$ cat config.mk
export PLATFORM = sky130hd
export DESIGN_NAME = instr_fetch_flat
export DESIGN_NICKNAME = d
export VERILOG_FILES = /design/src/rtl/instr_fetch_if.sv /design/src/rtl/instr_fetch.sv /design/src/flat_wrapper.sv
export SDC_FILE = /design/constraint.sdc
export NUM_CORES = 1
export LEC_CHECK = 0
export ABC_CLOCK_PERIOD_IN_PS = 1600
export BUFFER_PORTS_ARGS = -buffer_cell sky130_fd_sc_hd__buf_2
export CAP_MARGIN = 20
export CORE_MARGIN = 8
export CORE_UTILIZATION = 35
export CTS_CLUSTER_SIZE = 8
export DETAILED_ROUTE_END_ITERATION = 6
export PLACE_DENSITY = 0.68
export SLEW_MARGIN = 25
export SYNTH_ARGS = -nofsm -noshare
export SYNTH_HDL_FRONTEND = slang
export SYNTH_SLANG_ARGS = --single-unit
export TNS_END_PERCENT = 30
$ cat constraint.sdc
create_clock -name clk -period 1.6 [get_ports clk]
set_input_delay 0.16 -clock clk [delete_from_list [all_inputs] [get_ports clk]]
set_output_delay 0.16 -clock clk [all_outputs]
set_load 0.005 [all_outputs]
$ cat src/rtl/instr_fetch_if.sv
// Fetch-stage bus: instruction-memory read port, decode-side IF/ID outputs,
// and the stall/redirect controls coming back from the pipeline.
interface instr_fetch_if;
    logic [7:0] imem_addr;
    logic [7:0] imem_instr;
    logic       stall;
    logic       redirect_valid;
    logic [7:0] redirect_pc;
    logic [7:0] if_instr;
    logic [7:0] if_pc;
    logic       if_valid;
    logic       halted;

    modport master (
        output imem_addr, if_instr, if_pc, if_valid, halted,
        input  imem_instr, stall, redirect_valid, redirect_pc
    );

    modport slave (
        input  imem_addr, if_instr, if_pc, if_valid, halted,
        output imem_instr, stall, redirect_valid, redirect_pc
    );
endinterface

$ cat src/rtl/instr_fetch.sv
// Instruction-fetch stage: PC, IF/ID register, stall/redirect/halt handling.
// Optional early jump resolution is enabled by defining FETCH_JUMP_PREDECODE_EN.
module instr_fetch #(
    parameter logic [7:0] RESET_PC = 8'h00,
    parameter logic [8:0] PROG_LEN = 9'd256
) (
    input  logic           clk,
    input  logic           reset_n,
    instr_fetch_if.master  bus
);

    typedef enum logic [1:0] {
        ST_IDLE = 2'd0,
        ST_RUN  = 2'd1,
        ST_HALT = 2'd2
    } state_e;

    state_e     state_q, state_d;
    logic [7:0] pc_q, pc_d;
    logic [7:0] if_instr_q, if_instr_d;
    logic [7:0] if_pc_q, if_pc_d;
    logic       if_valid_q, if_valid_d;
    logic       halted_q, halted_d;
    logic [8:0] fetch_next_s;

    // PC following the instruction currently on imem_instr (9 bits so 255+1 is visible)
    always_comb begin
        fetch_next_s = {1'b0, pc_q} + 9'd1;
`ifdef FETCH_JUMP_PREDECODE_EN
        if (bus.imem_instr[7:6] == 2'b11) begin
            fetch_next_s = {1'b0, pc_q + 8'd1 + {{2{bus.imem_instr[5]}}, bus.imem_instr[5:0]}};
        end else begin
            fetch_next_s = {1'b0, pc_q} + 9'd1;
        end
`endif
    end

    // Next-state, next-PC and IF/ID register update; redirect outranks stall
    always_comb begin
        state_d    = state_q;
        pc_d       = pc_q;
        if_instr_d = if_instr_q;
        if_pc_d    = if_pc_q;
        if_valid_d = if_valid_q;
        if (bus.redirect_valid) begin
            state_d    = ST_RUN;
            pc_d       = bus.redirect_pc;
            if_valid_d = 1'b0;
        end else begin
            case (state_q)
                ST_IDLE: begin
                    state_d = ST_RUN;
                end
                ST_RUN: begin
                    if (bus.stall) begin
                        state_d = ST_RUN;
                    end else if ({1'b0, pc_q} >= PROG_LEN) begin
                        // Redirected past the program end: halt without delivering
                        state_d    = ST_HALT;
                        if_valid_d = 1'b0;
                    end else begin
                        if_instr_d = bus.imem_instr;
                        if_pc_d    = pc_q;
                        if_valid_d = 1'b1;
                        if (fetch_next_s >= PROG_LEN) begin
                            state_d = ST_HALT;
                            // Stop at the last word rather than wrapping to 0
                            if (fetch_next_s[8]) begin
                                pc_d = pc_q;
                            end else begin
                                pc_d = fetch_next_s[7:0];
                            end
                        end else begin
                            pc_d = fetch_next_s[7:0];
                        end
                    end
                end
                ST_HALT: begin
                    if (bus.stall) begin
                        if_valid_d = if_valid_q;
                    end else begin
                        if_valid_d = 1'b0;
                    end
                end
                default: begin
                    state_d    = ST_IDLE;
                    if_valid_d = 1'b0;
                end
            endcase
        end
        halted_d = (state_d == ST_HALT);
    end

    // State and pipeline registers with synchronous active-low reset
    always_ff @(posedge clk) begin
        if (!reset_n) begin
            state_q    <= ST_IDLE;
            pc_q       <= RESET_PC;
            if_instr_q <= 8'h00;
            if_pc_q    <= 8'h00;
            if_valid_q <= 1'b0;
            halted_q   <= 1'b0;
        end else begin
            state_q    <= state_d;
            pc_q       <= pc_d;
            if_instr_q <= if_instr_d;
            if_pc_q    <= if_pc_d;
            if_valid_q <= if_valid_d;
            halted_q   <= halted_d;
        end
    end

    assign bus.imem_addr = pc_q;
    assign bus.if_instr  = if_instr_q;
    assign bus.if_pc     = if_pc_q;
    assign bus.if_valid  = if_valid_q;
    assign bus.halted    = halted_q;

endmodule

$ cat src/flat_wrapper.sv
// flat-port wrapper written by rule: the top's interface ports become plain ports
module instr_fetch_flat 
#(
    parameter logic [7:0] RESET_PC = 8'h00,
    parameter logic [8:0] PROG_LEN = 9'd256
)
  (clk, reset_n, bus_imem_addr, bus_if_instr, bus_if_pc, bus_if_valid, bus_halted, bus_imem_instr, bus_stall, bus_redirect_valid, bus_redirect_pc);
  instr_fetch_if bus_i ();
  input  logic clk;
  input  logic reset_n;
  output wire logic [$bits(bus_i.imem_addr)-1:0] bus_imem_addr;
  output wire logic [$bits(bus_i.if_instr)-1:0] bus_if_instr;
  output wire logic [$bits(bus_i.if_pc)-1:0] bus_if_pc;
  output wire logic [$bits(bus_i.if_valid)-1:0] bus_if_valid;
  output wire logic [$bits(bus_i.halted)-1:0] bus_halted;
  input wire logic [$bits(bus_i.imem_instr)-1:0] bus_imem_instr;
  input wire logic [$bits(bus_i.stall)-1:0] bus_stall;
  input wire logic [$bits(bus_i.redirect_valid)-1:0] bus_redirect_valid;
  input wire logic [$bits(bus_i.redirect_pc)-1:0] bus_redirect_pc;
  assign bus_imem_addr = bus_i.imem_addr;
  assign bus_if_instr = bus_i.if_instr;
  assign bus_if_pc = bus_i.if_pc;
  assign bus_if_valid = bus_i.if_valid;
  assign bus_halted = bus_i.halted;
  assign bus_i.imem_instr = bus_imem_instr;
  assign bus_i.stall = bus_stall;
  assign bus_i.redirect_valid = bus_redirect_valid;
  assign bus_i.redirect_pc = bus_redirect_pc;
  instr_fetch #(.RESET_PC(RESET_PC), .PROG_LEN(PROG_LEN)) u_core (.clk(clk), .reset_n(reset_n), .bus(bus_i));
endmodule
# Word level (Yosys, flattened, before mapping)
# Index checks and enable logic that the tools add are counted.
totals:
  elab_cells: 37
  input_bits: 20
  out_inout_bits: 26
  ff_bits: 28
classes:
  eq_ne: 7
  add_sub_neg: 1
  reduce_logical: 6
  bitwise_logic: 4
  magnitude_cmp: 1
  muxes: 12
op_table:
  columns: ["op", "n"]
  rows:
  - ["two-way mux 8 bit", 5]
  - ["adder 8 x 1 -> 9 bit, second input constant", 1]
  - [">= comparator 9 bit, second input constant", 1]
  - ["AND reduction 3 bit", 3]
  - ["two-way mux 2 bit", 3]
  - ["case mux 2 bit (3 select lines)", 1]
  - ["equality test 2 bit, second input constant", 2]
  - ["!= test 2 bit, second input constant", 2]
  - ["NOT 1 bit", 4]
  - ["!= test 3 bit, second input constant", 1]
  - ["case mux 1 bit (3 select lines)", 1]
  - ["equality test 2 x 1 -> 1 bit, second input constant", 1]
  - ["zero test 2 bit", 1]
  - ["two-way mux 1 bit", 2]
  - ["!= test 2 x 1 -> 1 bit, second input constant", 1]
  - ["nonzero test 2 bit", 1]
  - ["OR reduction 2 bit", 1]

# Logic depth before layout (Yosys ltp)
logic_depth:
  word_depth: 7
  ltp_mapped: 7
  ltp_nobuf: 5

# Least setup slack after synthesis
# OpenSTA, ideal clock, no wires.
synth_path:
  path_kind: "register to register"
  start: "reg u_core.state_q[0]"
  end: "reg u_core.pc_q[5] (netlist: u_core.bus.imem_addr[5])"
  path_buffers: 2
  synth_period_minus_slack_ps: 1487
  arrival_ps: 1363
  stages_incl_launch_ff: 7
  slack_ps: 113
  setup_ps: 124
  required_ps: 1476
  path_cell_list: "dfxtp_1 > or3b_1 > buf_6 > nand2b_4 > buf_6 > o31ai_1 > nor3_1"
synth_via:
  elab_chain_len: 3
synth_lines:
  columns: ["item", "line_no", "text"]
  rows:
  - ["start, declared", "instr_fetch.sv:18", "state_e state_q, state_d;"]
  - ["start signal, assigned", "instr_fetch.sv:104", "state_q <= state_d;"]
  - ["equality test 2 x 1 -> 1 bit", "instr_fetch.sv:50", "case (state_q)"]
  - ["nonzero test 2 bit (no line)", null, null]
  - ["AND reduction 3 bit (no line)", null, null]
  - ["end signal, assigned", "instr_fetch.sv:105", "pc_q <= pc_d;"]
  - ["end, declared", "instr_fetch.sv:19", "logic [7:0] pc_q, pc_d;"]
# Every way passes these cells.
# A chain may end at the register's enable or synchronous reset.

# Final worst setup path
layout_path:
  start: "reg u_core.pc_q[0] (netlist: u_core.bus.imem_addr[0])"
  end: "reg u_core.pc_q[4] (netlist: u_core.bus.imem_addr[4])"
layout_via:
  elab_chain_len: 6
  word_cells_on_any_way: 9
  classes_between: "add/sub (1); order compare (1); eq/ne (1); mux (5); reduce/logical (1)"
layout_lines:
  columns: ["item", "line_no", "text"]
  rows:
  - ["adder 8 x 1 -> 9 bit (*)", "instr_fetch.sv:28", "fetch_next_s = {1'b0, pc_q} + 9'd1;"]
  - [">= comparator 9 bit or two-way mux 8 bit (tied branches)", "instr_fetch.sv:65, instr_fetch.sv:68", null]
  - ["two-way mux 8 bit", "instr_fetch.sv:65", "if (fetch_next_s >= PROG_LEN) begin"]
  - ["two-way mux 8 bit", "instr_fetch.sv:55", "if (bus.stall) begin"]
  - ["two-way mux 8 bit", "instr_fetch.sv:50", null]
  - ["two-way mux 8 bit", "instr_fetch.sv:45", "if (bus.redirect_valid) begin"]
# Every way passes the cells marked *; elsewhere a longest branch is shown, timed or not. The select of a mux whose other input is x is not followed.

==> out/results.tsv <==
metric	value	unit
vias per cell	4.69	
Via Count	1144	
internal power	1.07	mW
Post-synth top flop	dfxtp_1	
simple-gate share of the synthesized area	26.5	%
GPL Wtd Cong	0.742	
Post-Route WL	3.10	mm
CTS tree	built	
synth unique cells	37	
antenna violations before repair	0	
adder-cell share of the synthesized area	0.995	%
outcome	finished clean	
complex-gate fraction of the synthesized area	20.8	%
fraction of layout cells with a size suffix above 1	33.8	%
hold path startpoint	bus_imem_instr[5]	
RSZ-0062 raised after global routing	false	
die height	75.9	um
Initial Util	37.1	%
Critical Path RT	1.83	ns
Cells after DPL	240	
GRT Total Usage	10.6	%
Peak VDD IR	0.000337	V
CP startpoint kind	flop	
gr ovfl total	0	
Top Ports	46	
Max Fanout on Critical Path	5	
combinational power share	13.8	%
relative slew slack	75.3	%
total CTS buffers	3	
Tmin final	1.51	ns
Avg WL per Cell	12.7	um
Mapped Area	1260	um^2
DRT Pass-1 Iters	4	
Power Density	848	nW/um^2
clock skew	0.0177	ns
initial drt markers	43	
Post CTS Setup Buffer Count	0	
Reg2Reg Setup Slack	0.09	ns
Crit Reg-Reg Startpoint	u_core.bus.imem_addr[0]$_SDFFE_PN0P_	
Port Buffer Count	45	
Max Freq	662	MHz
Hold WC Path Type	primary input to flop	
worst hold stages	3	
clk buf depth	2	
setup tns final	0	ns
Crit Path Class	flop to flop	
crit path capture type	flop	
Slew Limit Fails	0	
leakage	0.732	nW
Slew @ Worst Pin	0.370	ns
R2R Path End	u_core.bus.imem_addr[4]$_SDFFE_PN0P_	
FFs w/ async S/R, synth	0	%
largest family of logic cells by synthesized area	simple AND/OR/NAND/NOR gates	
cts hold-fix bufs	0	
DP HPWL	2.40	mm
Mean Syn Cell Area	8.61	um^2
Clock Power Share	33.1	%
Cell Count, Final, Fillers Out	244	
number of fill cells	330	
clock slew at reported path FFs	0.16	ns
Net Sw Frac	22.8	%
fin crit share	94.4	%
clk_lat worst skew	0.33	ns
metal2 WL	1.46	mm
largest net degree at the start of global routing	27	
final core occ	48.5	%
Fin. Hold Viols	0	
Net Switching	0.318	mW
M1 wire length	1.39	mm
mux contribution to synthesized area	0.796	%
number of global-route vias before repair	1103	
ant diodes	0	
met3 wire len	210	um
Sink Count	28	
register area share after synthesis	44.6	%
worst hold slack	0.0494	ns
Rows	21	
Core Footprint	3390	um^2
Die Wd	75.9	um
Area growth, synth to finish	30.6	%
Worst Hold Path EP	u_core.bus.if_instr[5]$_SDFFE_PN0P_	
worst r2r path cells	5	
first-pass GRT wire length	5.30	mm
synthesized netlist cell count	146	
Max-Cap Viols	0	
DRC	0	
sequential power share	53.1	%
XOR/XNOR Fraction of Synth Area	1.39	%
Clk Tree Root Cell	clkbuf_4	
Post-synth EDFFs	0	
area of the die	5770	um^2
Arr. time, crit path	1.74	ns
max layer used	met4	
Seq cells post-synth	28	
Final nets	220	
Ys Warns	0	
DRT antenna net count	0	
Final Setup Violations	0	
H-tree levels	1	
Synthesized Nets	167	
## cell usage after synthesis, types with 2 or more instances
cell type  count  area share [%]
a211oi_1       3             1.8
a21boi_0      17              10
a21oi_1        7             2.8
buf_2          2            0.80
buf_6          2             1.8
clkbuf_1       4             1.2
dfxtp_1       28              45
inv_1          2            0.60
nand2_1       38              11
nand2b_1       3             1.5
nand3_1        4             1.6
nor2_1         3            0.90
nor3_1         4             1.6
o21ai_0        6             2.4
## cell usage in the layout (no fill, tap or decap), drive strengths merged
cell,count
o31ai,1
nor4,1
o211a,1
a21boi,17
bufinv,1
and4,1
nand4b,1
a211oi,3
dfxtp,28
o21ai,6
buf,57
ha,1
clkbuf,3
and4bb,1
nor2,4
o21a,1
nand3,4
and2,1
nand2,38
nand2b,4
a21oi,7
xnor2,1
a31oi,1
nor3b,1
nor3,4
o211ai,1
or2,1
and3,1
inv,2
xor2,1
mux2i,1
or3b,1
nor4b,1
a21o,1
## cell families after synthesis
| family | after synthesis |
|---|---|
| simple gates | 64 |
| xor+xnor | 2 |
| fa+ha+maj | 1 |
| flops | 28 |
| mux | 1 |
| compound gates | 39 |
| buf+inv | 11 |
## critical path: stages (launching register included)
cell      delay, ns
dfxtp_1        0.35
ha_1           0.23
and3_1         0.21
and2_1         0.22
nor4b_1        0.31
a211oi_1       0.10
## area by class of cell
class                   count  area (um^2)  share of cell area [%]
clock inverters             1         30.0                    1.83
flip-flops and latches     28          561                    34.1
repair buffers             57          328                    20.0
multi-input cells         107          637                    38.8
inverters                   2         7.51                   0.457
well taps                  46         57.6                    3.50
clock buffers               3         22.5                    1.37
## state kept, by name, indices dropped and copies added (netlist names)
register              cells
u_core.bus.if_instr       8
u_core.bus.if_pc          8
u_core.bus.imem_addr      8
u_core.state_q            2
u_core.bus.halted         1
u_core.bus.if_valid       1
## worst max-delay path by stage
stage          cells past startpoint                              endpoint                                 start
2_1_floorplan                      6  u_core.bus.imem_addr[5]$_SDFFE_PN0P_          u_core.state_q[0]$_SDFF_PN0_
3_3_place_gp                       4  u_core.bus.imem_addr[0]$_SDFFE_PN0P_          u_core.state_q[1]$_SDFF_PN0_
3_5_place_dp                       4  u_core.bus.imem_addr[0]$_SDFFE_PN0P_          u_core.state_q[1]$_SDFF_PN0_
4_1_cts                            4  u_core.bus.imem_addr[0]$_SDFFE_PN0P_          u_core.state_q[1]$_SDFF_PN0_
5_1_grt                            5  u_core.bus.imem_addr[4]$_SDFFE_PN0P_  u_core.bus.imem_addr[0]$_SDFFE_PN0P_
6_report                           5  u_core.bus.imem_addr[4]$_SDFFE_PN0P_  u_core.bus.imem_addr[0]$_SDFFE_PN0P_
## power groups by stage
stage | sequential (mW) | combinational [mW] | clock [mW]
floorplan | 0.767 | 0.0851 | 0
global route | 0.744 | 0.214 | 0.511
finish | 0.740 | 0.192 | 0.461
detailed placement | 0.755 | 0.194 | 0
global placement | 0.754 | 0.192 | 0
CTS | 0.740 | 0.194 | 0.476
## through the flow
step,power [mW],area (um^2),worst slack [ns]
final,1.39,1640,0.0892
after global routing,1.47,1640,0.0299
after CTS,1.41,1640,0.0150
after detailed placement,0.948,1590,0.0232
after global placement,0.946,1590,0.0570
after floorplan,0.852,1260,0.113
## metal layers
metal,up-vias,track usage (%)
li1,605,-
met1,504,11.9
met2,33,17.9
met3,2,3.07
met4,0,4.71
met5,-,0
## repair_timing
item                       in CTS  in global routing
gates resized for setup         0                  1
hold endpoints to repair        0                  0
setup endpoints to repair       0                 14
Power figures use the tool's default switching activity.
